### src/rtl/VX_tb_common_pkg.sv
// Shared definitions for the scheduler event monitor: event kinds,
// capture channel indices and the drop counter width.
package VX_tb_common_pkg;

    typedef enum logic [1:0] {
        SCHED_EVT_WCTL   = 2'd0,
        SCHED_EVT_WSPAWN = 2'd1,
        SCHED_EVT_JOIN   = 2'd2,
        SCHED_EVT_BRANCH = 2'd3
    } sched_evt_kind_e;

    // Capture channel order; branch lanes follow from SCHED_CH_BR0 upward.
    localparam int SCHED_CH_WCTL   = 0;
    localparam int SCHED_CH_WSPAWN = 1;
    localparam int SCHED_CH_JOIN   = 2;
    localparam int SCHED_CH_BR0    = 3;

    localparam int DROP_CNT_W = 16;

endpackage

### src/rtl/vx_sched_rr_arb.sv
// Round-robin arbiter: grants the first requester at or after the pointer,
// one grant per cycle, gated by an enable. Pointer advances past the winner.
module vx_sched_rr_arb
    import VX_tb_common_pkg::*;
#(
    parameter int NUM_CH = 4,
    localparam int IDX_W = (NUM_CH > 1) ? $clog2(NUM_CH) : 1
)(
    input  logic              clk,
    input  logic              reset,
    input  logic [NUM_CH-1:0] req,
    input  logic              en,
    output logic [NUM_CH-1:0] gnt,
    output logic [IDX_W-1:0]  gnt_idx,
    output logic              gnt_vld
);

    logic [IDX_W-1:0] ptr_q;

    // Search from the pointer; iterating offsets downward lets the nearest requester win.
    always_comb begin
        int c;
        c       = 0;
        gnt     = '0;
        gnt_idx = '0;
        gnt_vld = 1'b0;
        for (int k = NUM_CH - 1; k >= 0; k--) begin
            c = int'(ptr_q) + k;
            if (c >= NUM_CH) begin
                c = c - NUM_CH;
            end
            if (req[c]) begin
                gnt_idx = IDX_W'(c);
                gnt_vld = 1'b1;
            end
        end
        gnt_vld = gnt_vld & en;
        if (gnt_vld) begin
            gnt[gnt_idx] = 1'b1;
        end
    end

    // Pointer moves to the channel after the winner; holds when nothing is granted.
    always_ff @(posedge clk) begin
        if (reset) begin
            ptr_q <= '0;
        end else if (gnt_vld) begin
            if (int'(gnt_idx) == NUM_CH - 1) begin
                ptr_q <= '0;
            end else begin
                ptr_q <= gnt_idx + IDX_W'(1);
            end
        end
    end

endmodule

### src/rtl/vx_sched_event_monitor.sv
// Scheduler event monitor: timestamps warp-control, wspawn, join and
// per-lane branch events, stages each source in a one-deep slot, merges
// them round-robin into a FIFO and drains it over a valid/ready stream.
module vx_sched_event_monitor
    import VX_tb_common_pkg::*;
#(
    parameter int NUM_WARPS    = 4,
    parameter int NUM_THREADS  = 4,
    parameter int NUM_BR_LANES = 1,
    parameter int PC_BITS      = 30,
    parameter int DEPTH        = 8,
    parameter int TS_W         = 32,
    parameter int MASK_W       = (NUM_WARPS > NUM_THREADS) ? NUM_WARPS : NUM_THREADS,
    localparam int NW_W        = (NUM_WARPS > 1) ? $clog2(NUM_WARPS) : 1,
    localparam int LANE_W      = $clog2(NUM_BR_LANES) + 1,
    localparam int FILL_W      = $clog2(DEPTH) + 1,
    localparam int NUM_CH      = 3 + NUM_BR_LANES
)(
    input  logic                            clk,
    input  logic                            reset,
    input  logic                            wctl_valid,
    input  logic [NW_W-1:0]                 wctl_wid,
    input  logic [NUM_THREADS-1:0]          wctl_tmask,
    input  logic [PC_BITS-1:0]              wctl_pc,
    input  logic                            wspawn_valid,
    input  logic [NUM_WARPS-1:0]            wspawn_wmask,
    input  logic [PC_BITS-1:0]              wspawn_pc,
    input  logic                            join_valid,
    input  logic [NW_W-1:0]                 join_wid,
    input  logic [NUM_THREADS-1:0]          join_tmask,
    input  logic [PC_BITS-1:0]              join_pc,
    input  logic [NUM_BR_LANES-1:0]         br_valid,
    input  logic [NUM_BR_LANES*NW_W-1:0]    br_wid,
    input  logic [NUM_BR_LANES-1:0]         br_taken,
    input  logic [NUM_BR_LANES*PC_BITS-1:0] br_target,
    output logic                            evt_valid,
    input  logic                            evt_ready,
    output logic [1:0]                      evt_kind,
    output logic [LANE_W-1:0]               evt_lane,
    output logic [NW_W-1:0]                 evt_wid,
    output logic [MASK_W-1:0]               evt_mask,
    output logic [PC_BITS-1:0]              evt_pc,
    output logic                            evt_taken,
    output logic [TS_W-1:0]                 evt_ts,
    output logic [FILL_W-1:0]               fill_level,
    output logic [DROP_CNT_W-1:0]           drop_cnt,
    output logic [NUM_CH-1:0]               drop_sticky
);

    localparam int CH_W   = $clog2(NUM_CH);
    localparam int ADDR_W = $clog2(DEPTH);

    typedef struct packed {
        logic [1:0]         kind;
        logic [LANE_W-1:0]  lane;
        logic [NW_W-1:0]    wid;
        logic [MASK_W-1:0]  mask;
        logic [PC_BITS-1:0] pc;
        logic               taken;
        logic [TS_W-1:0]    ts;
    } evt_t;

    // Saturating add of this cycle's drop count onto the running total.
    function automatic logic [DROP_CNT_W-1:0] sat_add(
        input logic [DROP_CNT_W-1:0] base,
        input logic [CH_W:0]         inc
    );
        logic [DROP_CNT_W:0] sum;
        sum = {1'b0, base} + {{(DROP_CNT_W - CH_W){1'b0}}, inc};
        return sum[DROP_CNT_W] ? {DROP_CNT_W{1'b1}} : sum[DROP_CNT_W-1:0];
    endfunction

    logic [TS_W-1:0]       ts_q;
    logic [NUM_CH-1:0]     src_vld;
    evt_t                  src_evt [NUM_CH];
    logic [NUM_CH-1:0]     slot_vld;
    evt_t                  slot_evt [NUM_CH];
    logic [NUM_CH-1:0]     load;
    logic [NUM_CH-1:0]     drop;
    logic [CH_W:0]         drop_n;
    logic [NUM_CH-1:0]     gnt;
    logic [CH_W-1:0]       gnt_idx;
    logic                  gnt_vld;
    logic                  arb_en;
    logic                  push;
    logic                  pop;
    evt_t                  mem [DEPTH];
    logic [ADDR_W-1:0]     wr_ptr;
    logic [ADDR_W-1:0]     rd_ptr;
    logic [FILL_W-1:0]     fill_q;
    logic [DROP_CNT_W-1:0] drop_cnt_q;
    logic [NUM_CH-1:0]     drop_sticky_q;
    evt_t                  head;

    assign src_vld = {br_valid, join_valid, wspawn_valid, wctl_valid};

    // Normalise every source into the common payload, stamped with the current time.
    always_comb begin
        for (int c = 0; c < NUM_CH; c++) begin
            src_evt[c]    = '0;
            src_evt[c].ts = ts_q;
        end
        src_evt[SCHED_CH_WCTL].kind   = SCHED_EVT_WCTL;
        src_evt[SCHED_CH_WCTL].wid    = wctl_wid;
        src_evt[SCHED_CH_WCTL].mask   = MASK_W'(wctl_tmask);
        src_evt[SCHED_CH_WCTL].pc     = wctl_pc;
        src_evt[SCHED_CH_WSPAWN].kind = SCHED_EVT_WSPAWN;
        src_evt[SCHED_CH_WSPAWN].mask = MASK_W'(wspawn_wmask);
        src_evt[SCHED_CH_WSPAWN].pc   = wspawn_pc;
        src_evt[SCHED_CH_JOIN].kind   = SCHED_EVT_JOIN;
        src_evt[SCHED_CH_JOIN].wid    = join_wid;
        src_evt[SCHED_CH_JOIN].mask   = MASK_W'(join_tmask);
        src_evt[SCHED_CH_JOIN].pc     = join_pc;
        for (int i = 0; i < NUM_BR_LANES; i++) begin
            src_evt[SCHED_CH_BR0 + i].kind  = SCHED_EVT_BRANCH;
            src_evt[SCHED_CH_BR0 + i].lane  = LANE_W'(i);
            src_evt[SCHED_CH_BR0 + i].wid   = br_wid[i*NW_W +: NW_W];
            src_evt[SCHED_CH_BR0 + i].pc    = br_target[i*PC_BITS +: PC_BITS];
            src_evt[SCHED_CH_BR0 + i].taken = br_taken[i];
        end
    end

    // A slot accepts a new event when empty or when its current one is leaving this cycle.
    assign load = src_vld & (~slot_vld | gnt);
    assign drop = src_vld & slot_vld & ~gnt;

    // Number of channels that lost an event this cycle.
    always_comb begin
        drop_n = '0;
        for (int c = 0; c < NUM_CH; c++) begin
            drop_n = drop_n + {{CH_W{1'b0}}, drop[c]};
        end
    end

    // Staging slot occupancy.
    always_ff @(posedge clk) begin
        if (reset) begin
            slot_vld <= '0;
        end else begin
            slot_vld <= load | (slot_vld & ~gnt);
        end
    end

    // Staging slot payload; only meaningful while the matching slot_vld is set.
    always_ff @(posedge clk) begin
        for (int c = 0; c < NUM_CH; c++) begin
            if (load[c]) begin
                slot_evt[c] <= src_evt[c];
            end
        end
    end

    // Timestamp, drop counter and per-channel drop flags.
    always_ff @(posedge clk) begin
        if (reset) begin
            ts_q          <= '0;
            drop_cnt_q    <= '0;
            drop_sticky_q <= '0;
        end else begin
            ts_q          <= ts_q + TS_W'(1);
            drop_cnt_q    <= sat_add(drop_cnt_q, drop_n);
            drop_sticky_q <= drop_sticky_q | drop;
        end
    end

    // A pop frees an entry in the same cycle, so a full FIFO can still accept a grant.
    assign pop    = evt_valid & evt_ready;
    assign arb_en = (fill_q != FILL_W'(DEPTH)) | pop;
    assign push   = gnt_vld;

    vx_sched_rr_arb #(
        .NUM_CH (NUM_CH)
    ) u_arb (
        .clk     (clk),
        .reset   (reset),
        .req     (slot_vld),
        .en      (arb_en),
        .gnt     (gnt),
        .gnt_idx (gnt_idx),
        .gnt_vld (gnt_vld)
    );

    // FIFO pointers and occupancy; pointers wrap naturally since DEPTH is a power of two.
    always_ff @(posedge clk) begin
        if (reset) begin
            wr_ptr <= '0;
            rd_ptr <= '0;
            fill_q <= '0;
        end else begin
            if (push) begin
                wr_ptr <= wr_ptr + ADDR_W'(1);
            end
            if (pop) begin
                rd_ptr <= rd_ptr + ADDR_W'(1);
            end
            if (push && !pop) begin
                fill_q <= fill_q + FILL_W'(1);
            end else if (pop && !push) begin
                fill_q <= fill_q - FILL_W'(1);
            end
        end
    end

    // FIFO storage write of the granted slot.
    always_ff @(posedge clk) begin
        if (push) begin
            mem[wr_ptr] <= slot_evt[gnt_idx];
        end
    end

    assign head       = mem[rd_ptr];
    assign evt_valid  = (fill_q != '0);
    assign fill_level = fill_q;
    assign drop_cnt   = drop_cnt_q;
    assign drop_sticky = drop_sticky_q;

    // Head payload is forced to zero when empty so stale storage never leaks out.
    always_comb begin
        evt_kind  = '0;
        evt_lane  = '0;
        evt_wid   = '0;
        evt_mask  = '0;
        evt_pc    = '0;
        evt_taken = 1'b0;
        evt_ts    = '0;
        if (evt_valid) begin
            evt_kind  = head.kind;
            evt_lane  = head.lane;
            evt_wid   = head.wid;
            evt_mask  = head.mask;
            evt_pc    = head.pc;
            evt_taken = head.taken;
            evt_ts    = head.ts;
        end
    end

endmodule

### config.mk
export PLATFORM = sky130hd
export DESIGN_NAME = vx_sched_event_monitor
export DESIGN_NICKNAME = d
export VERILOG_FILES = /design/src/rtl/VX_tb_common_pkg.sv /design/src/rtl/vx_sched_rr_arb.sv /design/src/rtl/vx_sched_event_monitor.sv
export SDC_FILE = /design/constraint.sdc
export NUM_CORES = 1
export LEC_CHECK = 0
export ABC_AREA = 0
export CORE_AREA = 2 2 199 299
export CTS_BUF_LIST = sky130_fd_sc_hd__clkbuf_2 sky130_fd_sc_hd__clkbuf_4 sky130_fd_sc_hd__clkbuf_8
export CTS_CLUSTER_DIAMETER = 30
export CTS_CLUSTER_SIZE = 16
export DETAILED_ROUTE_END_ITERATION = 7
export DIE_AREA = 0 0 201 301
export HOLD_SLACK_MARGIN = 0.12
export PLACE_DENSITY = 0.88
export SYNTH_ARGS = -nofsm -noshare
export SYNTH_HDL_FRONTEND = slang
export SYNTH_HIERARCHICAL = 1
export SYNTH_SLANG_ARGS = --single-unit
export TNS_END_PERCENT = 10
### constraint.sdc
create_clock -name clk -period 10 [get_ports clk]
set_clock_uncertainty 0.05 [all_clocks]
set_input_delay 1.5 -clock clk [delete_from_list [all_inputs] [get_ports clk]]
set_output_delay 1.5 -clock clk [all_outputs]
set_load 0.05 [all_outputs]
# Word level (Yosys, flattened, before mapping)
# Memory sizes are Yosys's and may differ from the RTL's. A register that Yosys moved wholly into a read port is not among the register bits.
# Cells that the tools add are included.
[classes]
n_addsub = 17
magnitude_cmp = 10
n_eq_ne = 2
muxes = 50
bitwise = 12
reduce_logical = 7
[op_table]
columns = ["operator", "n"]
rows = [
  ["32-bit two-way mux", 5],
  ["32-bit by 4-bit < comparator with 1-bit output, second input constant", 4],
  ["32-bit by 4-bit greater-or-equal comparator with 1-bit output, second input constant", 3],
  ["32-bit by 4-bit subtractor with 32-bit output, second input constant", 3],
  ["32-bit by 1-bit adder with 32-bit output, second input constant", 1],
  ["30-bit two-way mux", 1],
  ["1-bit two-way mux", 25],
  ["16-bit by 3-bit adder with 17-bit output", 1],
  ["4-bit AND", 4],
  ["16-bit two-way mux", 1],
  ["4-bit two-way mux", 4],
  ["2-bit two-way mux", 7],
  ["4-bit bitwise OR", 3],
  ["1-bit binary-select mux with 2-bit select", 4],
  ["4-bit NOT", 2],
  ["2-bit by 2-bit adder with 3-bit output, second input constant", 2],
  ["3-bit by 1-bit adder with 3-bit output, second input constant", 2],
  ["3-bit two-way mux", 2],
  ["4-bit by 1-bit adder with 4-bit output, second input constant", 1],
  ["4-bit inequality test, second input constant", 1],
  ["4-bit nonzero test", 1],
  ["2-bit by 3-bit subtractor with 4-bit output, second input constant", 1],
  ["4-bit by 1-bit subtractor with 4-bit output, second input constant", 1],
  ["2-bit by 1-bit adder with 3-bit output", 1],
  ["other kinds (14)", 18],
]
[word_totals]
reg_bits = 68
ram_bits = 860
inputBits = 146
memories = 2
[memory_table]
columns = ["name", "depth", "word_bits", "read_ports", "rd_clocked_by_memory_dff", "wr", "line", "source"]
rows = [
  ["mem", 8, 72, 1, 1, 1, "vx_sched_event_monitor.sv:87", "evt_t mem [DEPTH];"],
  ["slot_evt", 4, 71, 1, 0, 4, "vx_sched_event_monitor.sv:77", "evt_t slot_evt [NUM_CH];"],
]

# Depth between registers and ports, before layout
# Gate-level depths: netlist of run 1.
[depth]
depth_word = 22
ltp_mapped = 16
ltp_nobuf = 16

# By module
# The synthesis of run 1 kept the hierarchy.
[by_module_without_submodules]
columns = ["mod", "n_inst", "cells_each", "area_each_um2", "seq_area_each_um2"]
rows = [
  ["vx_sched_event_monitor", 1, 1630, 34205.3, 26455.4],
  ["vx_sched_rr_arb", 1, 34, 279.0, 40.0],
]

# Worst setup path after synthesis of run 1
# OpenSTA, ideal clock, no wires.
[synth_path]
path_kind = "in2reg"
from = "in evt_ready"
to = "mem mem[0][0] in the netlist's numbering, enable pin"
t_arrival_ps = 6816
required_time_ps = 9363
slack_ps = 2547
path_stages = 5
path_buffers = 1
path_cell_list = "nand3b_1 > o41a_1 > buf_6 > nand2b_1 > nor3_1"
[synth_via]
elab_chain_cells = 5
[synth_rtl]
columns = ["item", "line", "source"]
rows = [
  ["start: declaration", "vx_sched_event_monitor.sv:37", "input logic evt_ready,"],
  ["1-bit AND", "vx_sched_event_monitor.sv:167", "assign pop = evt_valid & evt_ready;"],
  ["1-bit bitwise OR", "vx_sched_event_monitor.sv:168", "assign arb_en = (fill_q != FILL_W'(DEPTH)) | pop;"],
  ["1-bit AND", "vx_sched_rr_arb.sv:37", "gnt_vld = gnt_vld & en;"],
  ["via gnt_vld", "vx_sched_event_monitor.sv:83", "logic gnt_vld;"],
  ["1-bit two-way mux", "vx_sched_event_monitor.sv:206", "if (push) begin"],
  ["1-bit two-way mux (not written as such)", "vx_sched_event_monitor.sv:207", "mem[wr_ptr] <= slot_evt[gnt_idx];"],
  ["end: declaration", "vx_sched_event_monitor.sv:87", ""],
]
# The timed path passes the listed nets, and every way through them passes these cells.

==> results.env, run 1 <==
CELLS_ON_WORST_REG2REG_PATH=15
SYNTH_TOP_CELL_AREA_SHARE=0.727
GRT_START_MAX_NET_PINS=79
P_TOTAL_W=0.0118
FINAL.SETUP.WORST_SLACK_NS=3.99
LAYOUT.FILLER_CELLS=3224
ANT_NETS=0
NETS=2129
MAX_CAP_VIOLATIONS=0
ASYNCSETRESETFLOPFRACSYNTH=0
POST_CTS_RESIZE_COUNT=0
FINAL_MIN_PERIOD_OVER_CLOCK_PERIOD=0.601
FINAL_MAX_SLEW_VIOL_COUNT=0
TIMING.CRITICAL_PATH.CELLS='buf_4 -> mux4_2 -> mux2i_1 -> nor2_1 -> clkdlybuf4s50_1'
WIRE_LENGTH_OF_THE_FIRST_GLOBAL_ROUTING_PASS_UM=115000
WORST-PATH-BUF-INV=2
STARTING_DENSITY_OF_THE_CORE=0.598
RRSETUPSLACK_NS=5.39
REG2REG_FROM='slot_vld[1]$_SDFF_PP0_'
SYN-CELL-AREA_MM2=0.0345
WIRE_PER_INST_UM=27.1
POSTSYNTHREGISTERBITS=906
VIAS_IN_THE_FIRST_GLOBAL_ROUTE=19000
GLOBALROUTEMET2UTIL=0.464
DP_WORST_SETUP_SLACK_NS=4.21
WORST_REG2REG_ENDPOINT='drop_cnt[2]$_SDFF_PP0_'
DRC_MARKER_COUNT_FROM_THE_FIRST_DETAILED_ROUTE_ITERATION=1657
AREA.GROWTH.SYNTH_TO_FINAL_PCT=17.9
WORST_SLEW_MARGIN_REL=0.224
CTS_HTREE_LEVELS=3
MAX_FREQ_GHz=0.166
PORT_BUFFERS=241
FLOORPLAN.CORE_AREA_MM2=0.0577
VIA_COUNT=17500
CRIT_PATH_TOP_DELAY_CELL='buf_4'
CRIT_FANOUT=78
POST_SYNTH_MAIN_AREA_CONTRIBUTORS='edfxtp_1 73%, mux4_2 13%, dfxtp_1 4.1%'
CTS_TREE='yes'
FINAL_COMMON_CELL='edfxtp_1'
DIE_HEIGHT_UM=301
FINAL_NON_FILLER_CELLS=2841
DRIVE_GT1_FRAC=0.230
PLACEMENT_ROWS=108
PLACE_CONGESTION=0.783
FINALHOLDWORSTSLACK_NS=0.453
HOLD_END='drop_sticky[1]$_SDFF_PP0_'
SETUP_TOTAL_NEGATIVE_SLACK_NS=0
CTSHOLDBUFFERS=0
DIEAREA_MM2=0.0605
RSZ0062_AT_GRT='no'
FINALHOLDVIOLCOUNT=0
CP_DATA_ARRIVAL_TIME_NS=4.46
MULTI_INPUT_AREA_MM2=0.00770
FIRSTDRTPASSITERS=5
CRITPATHTOPFAMILY='buffers and inverters'
SEQCELLAREA_MM2=0.0265
P_PER_AREA_mW_PER_MM2=291
POST-ROUTE-DRC-COUNT=0
TRITONCTS_NUM_SINKS=906
STATUS='completed'
YOSYS_MOST_USED_DFF='edfxtp_1'
IO-PIN-COUNT=243
SYNTH_AREA_PER_CELL_UM2=20.7
NETLIST.TOP_CELL.BY_AREA='edfxtp_1'
MIN-DELAY-PATH-CLASS='reg -> reg'
VDD_DROP_MAX_uV=187
GRT_USE_MET1=0.302
SYN-NUM-NETS=1825
WORST_SKEW_PAIR.LATE_LATENCY_NS=0.75
CLK_ROOT_BUFFER_CELL='clkbuf_8'
LAYOUT.CELLS.MOST_COMMON_LIST='835 x edfxtp_1, 240 x clkdlybuf4s50_1, 204 x mux4_2'
WORST_SETUP_HOLD_PATH_CLK_SLEW_NS=0.07
DIE_X_UM=201
CLOCK_TREE.BUFFER_DEPTH=3
SLOWEST_DELAY_NS=0.99
ROUTE.DETAILED.VIAS_PER_INST=6.16
CRITICAL_PATH.STARTPOINT_TYPE='flip-flop'
GLOBAL_ROUTE.USAGE.TOTAL=0.259
FINALCRITICALPERIOD_NS=6.01
POST_SYNTH_INST_COUNT=1664
YOSYSSEQAREASHARE=0.768
POST-DP-HPWL_UM=44400
REQUIRED_NS=8.45
POWER.LEAKAGE_nW=12.9
GR-TOTAL-OVERFLOW=0
PATH_DEPTH=5
GRT.BUSIEST_LAYER='met2'
WL_UM=76900
GRT_UTIL_MET3=0.0416
TIMING_WORST_SETUP_PATH_TYPE='reg -> out'
FINALSETUPVIOLATIONS=0
POST_SYNTH_NUM_CELL_TYPES=54
POST-PLACE-CELLS=2623
ANTENNA_VIOLATIONS_BEFORE_REPAIR=3
SYNTH.YOSYS.WARNINGS=6
ORIGIN_OF_THE_WORST_MIN_DELAY_PATH='drop_sticky[1]$_SDFF_PP0_'
CTS_SETUP_BUFFERS=0
HOLDPATHSTAGES=2
WORST_SLEW_PIN_SLEW_NS=1.15
SYNTH-EDFF-COUNT=835
CTS_BUFFERS=113
END_KIND='output pin'
==> power breakdown <==
group,internal [W],switching [W],leakage [nW]
combinational,0.00129,0.00224,3.12
clock,0.00162,0.00152,1.39
sequential,0.00491,0.000231,8.41
total,0.00782,0.00399,12.9
==> cells by family after synthesis <==
family	Yosys count	synth area share
and+or+nand+nor	255	0.0363
buffers and inverters	94	0.0115
other	1	0.000109
muxes	285	0.157
xor gates and xnor gates	24	0.00610
DFF	906	0.768
adders and majority gates	15	0.00631
AOI/OAI and AO/OA	84	0.0145
==> routing by layer <==
metal,wire (µm),vias up
li1,-,7435
met1,26700,9052
met2,41600,851
met3,5300,160
met4,3250,2
met5,11,-
==> worst min-delay path: cells and delay by family, from the launching register on <==
kind / cells / cell delay, ns
compound gates: 1 / 0.05
simple gates: 1 / 0.08
flops: 1 / 0.34
==> cells in the mapped netlist, types with 7 or more instances <==
master and count:
or3_1 11, xnor2_1 15, mux4_2 204, ha_1 11, nand2_1 25, edfxtp_1 835, mux2i_1 80, a21oi_1 36
nor2b_1 14, or4_1 10, buf_2 15, buf_1 21, nand4_1 9, nand3_1 18, inv_1 15, o31ai_1 7
clkbuf_1 39, o21ai_0 23, dfxtp_1 71, nor3_1 11, xor2_1 9, nor2_1 121
==> cell type report <==
cell class,count,area share
timing repair buffer,268,0.0642
multi-input combinational,664,0.189
clock buffer,122,0.0402
tap,770,0.0237
clock inverter,94,0.0289
sequential,906,0.652
inverter,15,0.00139
antenna,2,0.000123
==> through the flow <==
stage	area, µm²	utilization
2_1_floorplan	34500	-
3_3_place_gp	37800	0.656
3_5_place_dp	37800	0.656
4_1_cts	40600	0.704
5_1_grt	40600	0.704
6_report	40600	0.704
==> state kept, by name, summed over array words and instances (netlist names), named ones only <==
name	cells
drop_cnt	16
rd_ptr	3
u_arb/ptr_q	2
slot_evt	267
wr_ptr	3
slot_vld	4
drop_sticky	4
fill_level	4
ts_q	32
mem	568
==> how the worst max path moves through the flow <==
stage                                   end      start
finish                            evt_ts[7]  flip-flop
global route                    evt_kind[0]  flip-flop
CTS                             evt_kind[0]  flip-flop
detailed placement  drop_cnt[13]$_SDFF_PP0_  evt_ready
global placement    drop_cnt[13]$_SDFF_PP0_  evt_ready
floorplan               mem[0][0]$_DFFE_PP_  evt_ready
No activity file was read; power rests on OpenSTA's default activity.
==> run 2: changes to the inputs <==
Settings changed: CORE_AREA 2 2 199 299 to 2 2 208 312, DIE_AREA 0 0 201 301 to 0 0 210 314, PLACE_DENSITY 0.88 to 0.85.
Clock period 10 ns to 5.49 ns, I/O delays scaled along.
==> run 2 against run 1 <==
Final area about the same; via count decreased by 0.37%; non-clock buffer count increased by 9; register-to-register slack got worse by 4.4 ns; total power increased by 79%; combinational power increased by 87%.
==> results.env, run 2 (synthesis gave the netlist of run 1 again) <==
WL_UM=75000  # was 76900 µm
TIMING_WORST_SETUP_PATH_TYPE='reg -> reg'  # was reg -> out
SEQCELLAREA_MM2=0.0265  # unchanged
CTS_HTREE_LEVELS=3  # unchanged
FIRSTDRTPASSITERS=5  # unchanged
FLOORPLAN.CORE_AREA_MM2=0.0632  # was 0.0577 mm²
FINALSETUPVIOLATIONS=0  # unchanged
WIRE_LENGTH_OF_THE_FIRST_GLOBAL_ROUTING_PASS_UM=112000  # was 115000 µm
CTSHOLDBUFFERS=0  # unchanged
RSZ0062_AT_GRT='no'  # unchanged
CTS_SETUP_BUFFERS=0  # unchanged
GRT_START_MAX_NET_PINS=73  # was 79
MAX_FREQ_GHz=0.224
CLOCK_TREE.BUFFER_DEPTH=3  # unchanged
DIEAREA_MM2=0.0659  # was 0.0605 mm²
WORST_SLEW_MARGIN_REL=0.189  # was 0.224
REQUIRED_NS=6.10  # was 8.45 ns
DIE_X_UM=210  # was 201 µm
FINAL_MAX_SLEW_VIOL_COUNT=0  # unchanged
P_PER_AREA_mW_PER_MM2=520  # was 291 mW/mm²
WORST_SETUP_HOLD_PATH_CLK_SLEW_NS=0.08  # was 0.07 ns
PLACE_CONGESTION=0.759  # was 0.783
FINALHOLDWORSTSLACK_NS=0.441  # was 0.453 ns
STATUS='completed'  # unchanged
ANT_NETS=0  # unchanged
END_KIND='flip-flop'  # was output pin
REG_TOP3='mem (568), slot_evt (267), ts_q (32)'  # unchanged
FINAL_COMMON_CELL='edfxtp_1'  # unchanged
P_TOTAL_W=0.0211  # was 0.0118 W
TRITONCTS_NUM_SINKS=906  # unchanged
DRC_MARKER_COUNT_FROM_THE_FIRST_DETAILED_ROUTE_ITERATION=1534  # was 1657
POST-ROUTE-DRC-COUNT=0  # unchanged
STDCELL_AREA_MM2=0.0407  # was 0.0406 mm²
LAYOUT.FILLER_CELLS=3870  # was 3224
GR-TOTAL-OVERFLOW=0  # unchanged
PLACEMENT_ROWS=113  # was 108
FINALCRITICALPERIOD_NS=4.46
VIA_COUNT=17400  # was 17.5k
MIN-DELAY-PATH-CLASS='reg -> reg'  # unchanged
WORST_SKEW_PAIR.LATE_LATENCY_NS=0.79  # was 0.75 ns
WORST_SLEW_PIN_SLEW_NS=1.20  # was 1.15 ns
DP_WORST_SETUP_SLACK_NS=0.587  # was 4.21 ns
AREA.GROWTH.SYNTH_TO_FINAL_PCT=17.9  # about the same
DRIVE_GT1_FRAC=0.227  # was 0.230
DIE_HEIGHT_UM=314  # was 301 µm
POSTPLACECELLAREA_MM2=0.0381  # was 0.0378 mm²
GLOBAL_ROUTE.USAGE.TOTAL=0.231  # was 0.259
FINAL_MIN_PERIOD_OVER_CLOCK_PERIOD=0.812
POWER.LEAKAGE_nW=12.9  # about the same
NUMBER_OF_FLIP_FLOPS_IN_THE_LARGEST_REGISTER=568  # unchanged
STARTING_DENSITY_OF_THE_CORE=0.546  # was 0.598
POST_CTS_RESIZE_COUNT=0  # unchanged
MULTI_INPUT_AREA_MM2=0.00770  # about the same
LAYOUT.CELLS.MOST_COMMON_LIST='835 x edfxtp_1, 240 x clkdlybuf4s50_1, 204 x mux4_2'  # unchanged
VDD_DROP_MAX_uV=635  # was 187 µV
ANTENNA_VIOLATIONS_BEFORE_REPAIR=2  # was 3
LARGEST_REGISTER='mem'  # unchanged
PORT_BUFFERS=241  # unchanged
WIRE_PER_INST_UM=26.1  # was 27.1 µm
NETS=2134  # was 2129
VIAS_IN_THE_FIRST_GLOBAL_ROUTE=18800  # was 19.0k
IO-PIN-COUNT=243  # unchanged
CLK_ROOT_BUFFER_CELL='clkbuf_8'  # unchanged
CRITICAL_PATH.STARTPOINT_TYPE='flip-flop'  # unchanged
ROUTE.DETAILED.VIAS_PER_INST=6.07  # was 6.16
FINALHOLDVIOLCOUNT=0  # unchanged
CTS_BUFFERS=109  # was 113
CTS_TREE='yes'  # unchanged
FINAL.SETUP.WORST_SLACK_NS=1.03  # was 3.99 ns
POST-DP-HPWL_UM=44700  # was 44400 µm
UTILIZATION=0.643  # was 0.704
CP_DATA_ARRIVAL_TIME_NS=5.07  # was 4.46 ns
MAX_CAP_VIOLATIONS=0  # unchanged
CRIT_FANOUT=13  # was 78
run 2: stage by stage:
step                cells  TNS [ns]
floorplan            1664    -94.99
global placement     2667         0
detailed placement   2667         0
CTS                  2872         0
global route         2874         0
finish               2874         0
run 2: where the power goes:
| part | internal, W | switching, W | total [W] |
|---|---|---|---|
| sequential | 0.00894 | 0.000323 | 0.00926 |
| combinational | 0.00243 | 0.00418 | 0.00661 |
| clock | 0.00258 | 0.00269 | 0.00527 |
| total | 0.0139 | 0.00719 | 0.0211 |
run 2: area by class of cell:
cell class / instances / area share
repair buffers: 277 / 0.0702
multi-input cells: 664 / 0.189
clock inverters: 87 / 0.0234
flip-flops and latches: 906 / 0.652
well taps: 805 / 0.0248
clock buffers: 118 / 0.0389
diodes: 2 / 0.000123
inverters: 15 / 0.00138
run 2: worst paths after layout:
check	endpoint	slack [ns]	startpoint	cells past startpoint
worst max-delay path	drop_cnt[13]$_SDFF_PP0_	1.03	slot_vld[3]$_SDFF_PP0_	15
worst min-delay path	drop_sticky[0]$_SDFF_PP0_	0.44	drop_sticky[0]$_SDFF_PP0_	1
worst max register to register	drop_cnt[13]$_SDFF_PP0_	1.03	slot_vld[3]$_SDFF_PP0_	15
worst min register to register	drop_sticky[0]$_SDFF_PP0_	0.44	drop_sticky[0]$_SDFF_PP0_	1
run 2: worst max-delay path, stage by stage (launching register included):
cell and delay, ns:
dfxtp_1 0.46, nor2_1 0.09, a2111oi_2 0.49, nor2_1 0.15, ha_1 0.22, and2_2 0.17
nor2b_1 0.29, and2_1 0.23, fa_1 0.17, inv_1 0.05, fa_1 0.41, inv_1 0.08
fa_1 0.26, nand2_1 0.16, or4_1 0.78, a31oi_1 0.27
run 2: per-layer routing:
| metal | track usage | part of all wire |
|---|---|---|
| met1 | 0.268 | 0.36 |
| met2 | 0.419 | 0.54 |
| met3 | 0.0348 | 0.066 |
| met4 | 0.113 | 0.039 |
| met5 | 0 | 0 |
==> run 3: changes to the inputs <==
Clock period 5.49 ns to 3.6 ns, I/O delays scaled along.
==> run 3 against run 2 <==
The flow now finishes with violations (negative setup slack); critical path depth up 1; total power up 55%; clock-buffer cell count up 8; maximum frequency up 22%; worst hold slack worse by 0.15 ns; clock power up 55%; global-route usage up 0.70 points; sequential cell count unchanged; die area unchanged; sequential share of layout area down 1.7 points; non-clock buffer count up 71; setup slack worse by 1.1 ns; largest cell class unchanged; highest routed layer unchanged.
==> results.env, run 3 (synthesis gave the netlist of run 1 again) <==
STATUS='complete, but fails checks'  # was completed
VIOLATIONS='negative setup slack'
GLOBALROUTEMET2UTIL=0.430  # was 0.419
CRIT_FANOUT=4  # was 13
CRIT_PATH_TOP_DELAY_CELL='or4_4'  # was or4_1
FINALCRITICALPERIOD_NS=3.66  # was 4.46 ns
FINALSETUPVIOLATIONS=10  # was 0
MIN-DELAY-PATH-CLASS='in -> reg'  # was reg -> reg
NUMBER_OF_FLIP_FLOPS_IN_THE_LARGEST_REGISTER=568  # unchanged
ORIGIN_OF_THE_WORST_MIN_DELAY_PATH='wspawn_pc[11]'  # was drop_sticky[0]$_SDFF_PP0_
PORT_BUFFERS=241  # unchanged
END_KIND='flip-flop'  # unchanged
DRC_MARKER_COUNT_FROM_THE_FIRST_DETAILED_ROUTE_ITERATION=1834  # was 1534
RSZ0062_AT_GRT='yes'  # was no
TIMING_WORST_SETUP_PATH_TYPE='reg -> reg'  # unchanged
FINAL.SETUP.WORST_SLACK_NS=-0.0628  # was 1.03 ns
VDD_DROP_MAX_uV=444  # was 635 µV
CTS_HTREE_LEVELS=3  # unchanged
SETUP_TOTAL_NEGATIVE_SLACK_NS=-0.160  # was 0 ns
GRT_UTIL_MET3=0.0381  # was 0.0348
GRT_USE_MET1=0.278  # was 0.268
VIAS_IN_THE_FIRST_GLOBAL_ROUTE=19100  # was 18.8k
LAYOUT.CELLS.MOST_COMMON_LIST='835 x edfxtp_1, 204 x mux4_2, 171 x clkdlybuf4s50_1'  # was 835 x edfxtp_1, 240 x clkdlybuf4s50_1, 204 x mux4_2
WIRE_LENGTH_OF_THE_FIRST_GLOBAL_ROUTING_PASS_UM=116000  # was 112000 µm
POST-DP-HPWL_UM=48600  # was 44700 µm
WL_UM=78200  # was 75000 µm
STDCELL_AREA_MM2=0.0418  # was 0.0407 mm²
UTILIZATION=0.662  # was 0.643
FINALHOLDVIOLCOUNT=0  # unchanged
PLACEMENT_ROWS=113  # unchanged
PLACE_CONGESTION=0.772  # was 0.759
DIE_HEIGHT_UM=314  # unchanged
DP_WORST_SETUP_SLACK_NS=-0.535  # was 0.587 ns
GR-TOTAL-OVERFLOW=0  # unchanged
MAX_CAP_VIOLATIONS=0  # unchanged
ANT_NETS=0  # unchanged
CP_DATA_ARRIVAL_TIME_NS=4.24  # was 5.07 ns
CRITICAL_PATH.STARTPOINT_TYPE='flip-flop'  # unchanged
DIEAREA_MM2=0.0659  # unchanged
GRT_START_MAX_NET_PINS=72  # was 73
FINAL_MIN_PERIOD_OVER_CLOCK_PERIOD=1.02  # was 0.812
FLOORPLAN.CORE_AREA_MM2=0.0632  # unchanged
WORST_SLEW_MARGIN_REL=0.334  # was 0.189
NETS=2207  # was 2134
FINAL_MAX_SLEW_VIOL_COUNT=0  # unchanged
WORST_SLEW_PIN_SLEW_NS=0.989  # was 1.20 ns
LARGEST_REGISTER='mem'  # unchanged
ROUTE.DETAILED.VIAS_PER_INST=6.07  # about the same
SETUP.WORST_PATH.START='slot_vld[0]$_SDFF_PP0_'  # was slot_vld[3]$_SDFF_PP0_
CELLS_ON_WORST_REG2REG_PATH=16  # was 15
IO-PIN-COUNT=243  # unchanged
TIMING.CRITICAL_PATH.CELLS='a21oi_2 -> o21a_1 -> o22a_4 -> ha_4 -> and2_4 -> nor2b_2 -> and2_4 -> fa_1 -> inv_2 -> fa_2 -> inv_2 -> fa_2 -> nand2_4 -> nor2_4 -> or4_4 -> o211a_1'  # was nor2_1 -> a2111oi_2 -> nor2_1 -> ha_1 -> and2_2 -> nor2b_1 -> and2_1 -> fa_1 -> inv_1 -> fa_1 -> inv_1 -> fa_1 -> nand2_1 -> or4_1 -> a31oi_1
STARTING_DENSITY_OF_THE_CORE=0.546  # unchanged
DRIVE_GT1_FRAC=0.293  # was 0.227
ANTENNA_VIOLATIONS_BEFORE_REPAIR=1  # was 2
CRITPATHTOPFAMILY='adder cells'  # was simple AND/OR/NAND/NOR gates
FINAL_COMMON_CELL='edfxtp_1'  # unchanged
P_PER_AREA_mW_PER_MM2=782  # was 520 mW/mm²
CTS_TREE='yes'  # unchanged
SETUP.WORST_PATH.END='drop_cnt[15]$_SDFF_PP0_'  # was drop_cnt[13]$_SDFF_PP0_
CLOCK_TREE.BUFFER_DEPTH=3  # unchanged
WIRE_PER_INST_UM=26.5  # was 26.1 µm
WORST-PATH-BUF-INV=2  # unchanged
MAX_FREQ_GHz=0.273  # was 0.224 GHz
POST-ROUTE-DRC-COUNT=0  # unchanged
POWER.LEAKAGE_nW=13.6  # was 12.9 nW
RRSETUPSLACK_NS=-0.06  # was 1.03 ns
CLK_ROOT_BUFFER_CELL='clkbuf_8'  # unchanged
TRITONCTS_NUM_SINKS=906  # unchanged
POSTPLACECELLAREA_MM2=0.0390  # was 0.0381 mm²
CTS_BUFFERS=111  # was 109
REG_TOP3='mem (568), slot_evt (267), ts_q (32)'  # unchanged
FIRSTDRTPASSITERS=7  # was 5
REQUIRED_NS=4.18  # was 6.10 ns
GLOBAL_ROUTE.USAGE.TOTAL=0.238  # was 0.231
PATH_DEPTH=16  # was 15
REG2REG_FROM='slot_vld[0]$_SDFF_PP0_'  # was slot_vld[3]$_SDFF_PP0_
AREA.GROWTH.SYNTH_TO_FINAL_PCT=21.2  # was 17.9%
FINALHOLDWORSTSLACK_NS=0.293  # was 0.441 ns
DIE_X_UM=210  # unchanged
WORST_REG2REG_ENDPOINT='drop_cnt[15]$_SDFF_PP0_'  # was drop_cnt[13]$_SDFF_PP0_
GRT.BUSIEST_LAYER='met2'  # unchanged
VIA_COUNT=17900  # was 17.4k
WORST_SKEW_PAIR.LATE_LATENCY_NS=0.74  # was 0.79 ns
WORST_SETUP_HOLD_PATH_CLK_SLEW_NS=0.08  # about the same
SLOWEST_DELAY_NS=0.54  # was 0.78 ns
## run 3: changes by cell type in the layout (fill, tap and decap cells not counted), sizes merged
cell,change
clkinv,-3
clkinvlp,+2
clkdlybuf4s50,-69
inv,-1
diode,-1
dlymetal6s2s,+1
clkbuf,+8
buf,+106
dlygate4sd2,+33
bufinv,-1
## run 3: repair_timing
action / in CTS / in global routing
pin swaps: 9 / 7
hold buffers: 0 / 0
endpoints found under the hold margin: 0 / 0
setup endpoints to repair: 57 / 42
gates resized for setup: 66 / 29
setup buffers: 2 / 2
## run 3: worst register-to-register path: cells and delay by family (launching register included)
family	cells	cell delay, ns
buf+inv	2	0.12
flops	1	0.38
compound gates	4	0.73
simple gates	6	1.10
fa+ha+maj	4	1.18
## run 3: per-stage QoR
stage / std cells / power (W)
3_3_place_gp: 2734 / 0.0243
2_1_floorplan: 1664 / 0.0209
5_1_grt: 2949 / 0.0339
3_5_place_dp: 2734 / 0.0247
6_report: 2949 / 0.0327
4_1_cts: 2946 / 0.0327
## run 3: per-layer routing
metal	vias up	wire length (µm)
li1	7576	-
met5	-	0
met1	9311	27500
met2	830	42600
met4	0	2930
met3	182	5210
## run 3: worst min-delay path by stage
stage | endpoint | slack [ns] | depth (start not counted)
finish | slot_evt[1][44]$_DFFE_PP_ | 0.29 | 1
global route | slot_evt[1][42]$_DFFE_PP_ | 0.26 | 1
CTS | slot_evt[1][44]$_DFFE_PP_ | 0.23 | 1
detailed placement | drop_sticky[2]$_SDFF_PP0_ | 0.42 | 1
global placement | flip-flop | 0.41 | 2
floorplan | flip-flop | 0.40 | 2
## run 3: area by class of cell
class | instances | area [µm²]
Sequential cell | 906 | 26500
Antenna cell | 1 | 2.50
Multi-Input combinational cell | 664 | 7870
Clock buffer | 126 | 1660
Fill cell | 3721 | 21400
Timing Repair Buffer | 348 | 3750
Tap cell | 805 | 1010
Inverter | 15 | 56.3
Clock inverter | 84 | 928
## run 3: power by group
group | internal, W | switching, W | total (W) | leakage [nW]
Sequential | 0.0136 | 0.000528 | 0.0142 | 8.41
Clock | 0.00400 | 0.00420 | 0.00819 | 1.30
Combinational | 0.00384 | 0.00653 | 0.0104 | 3.92
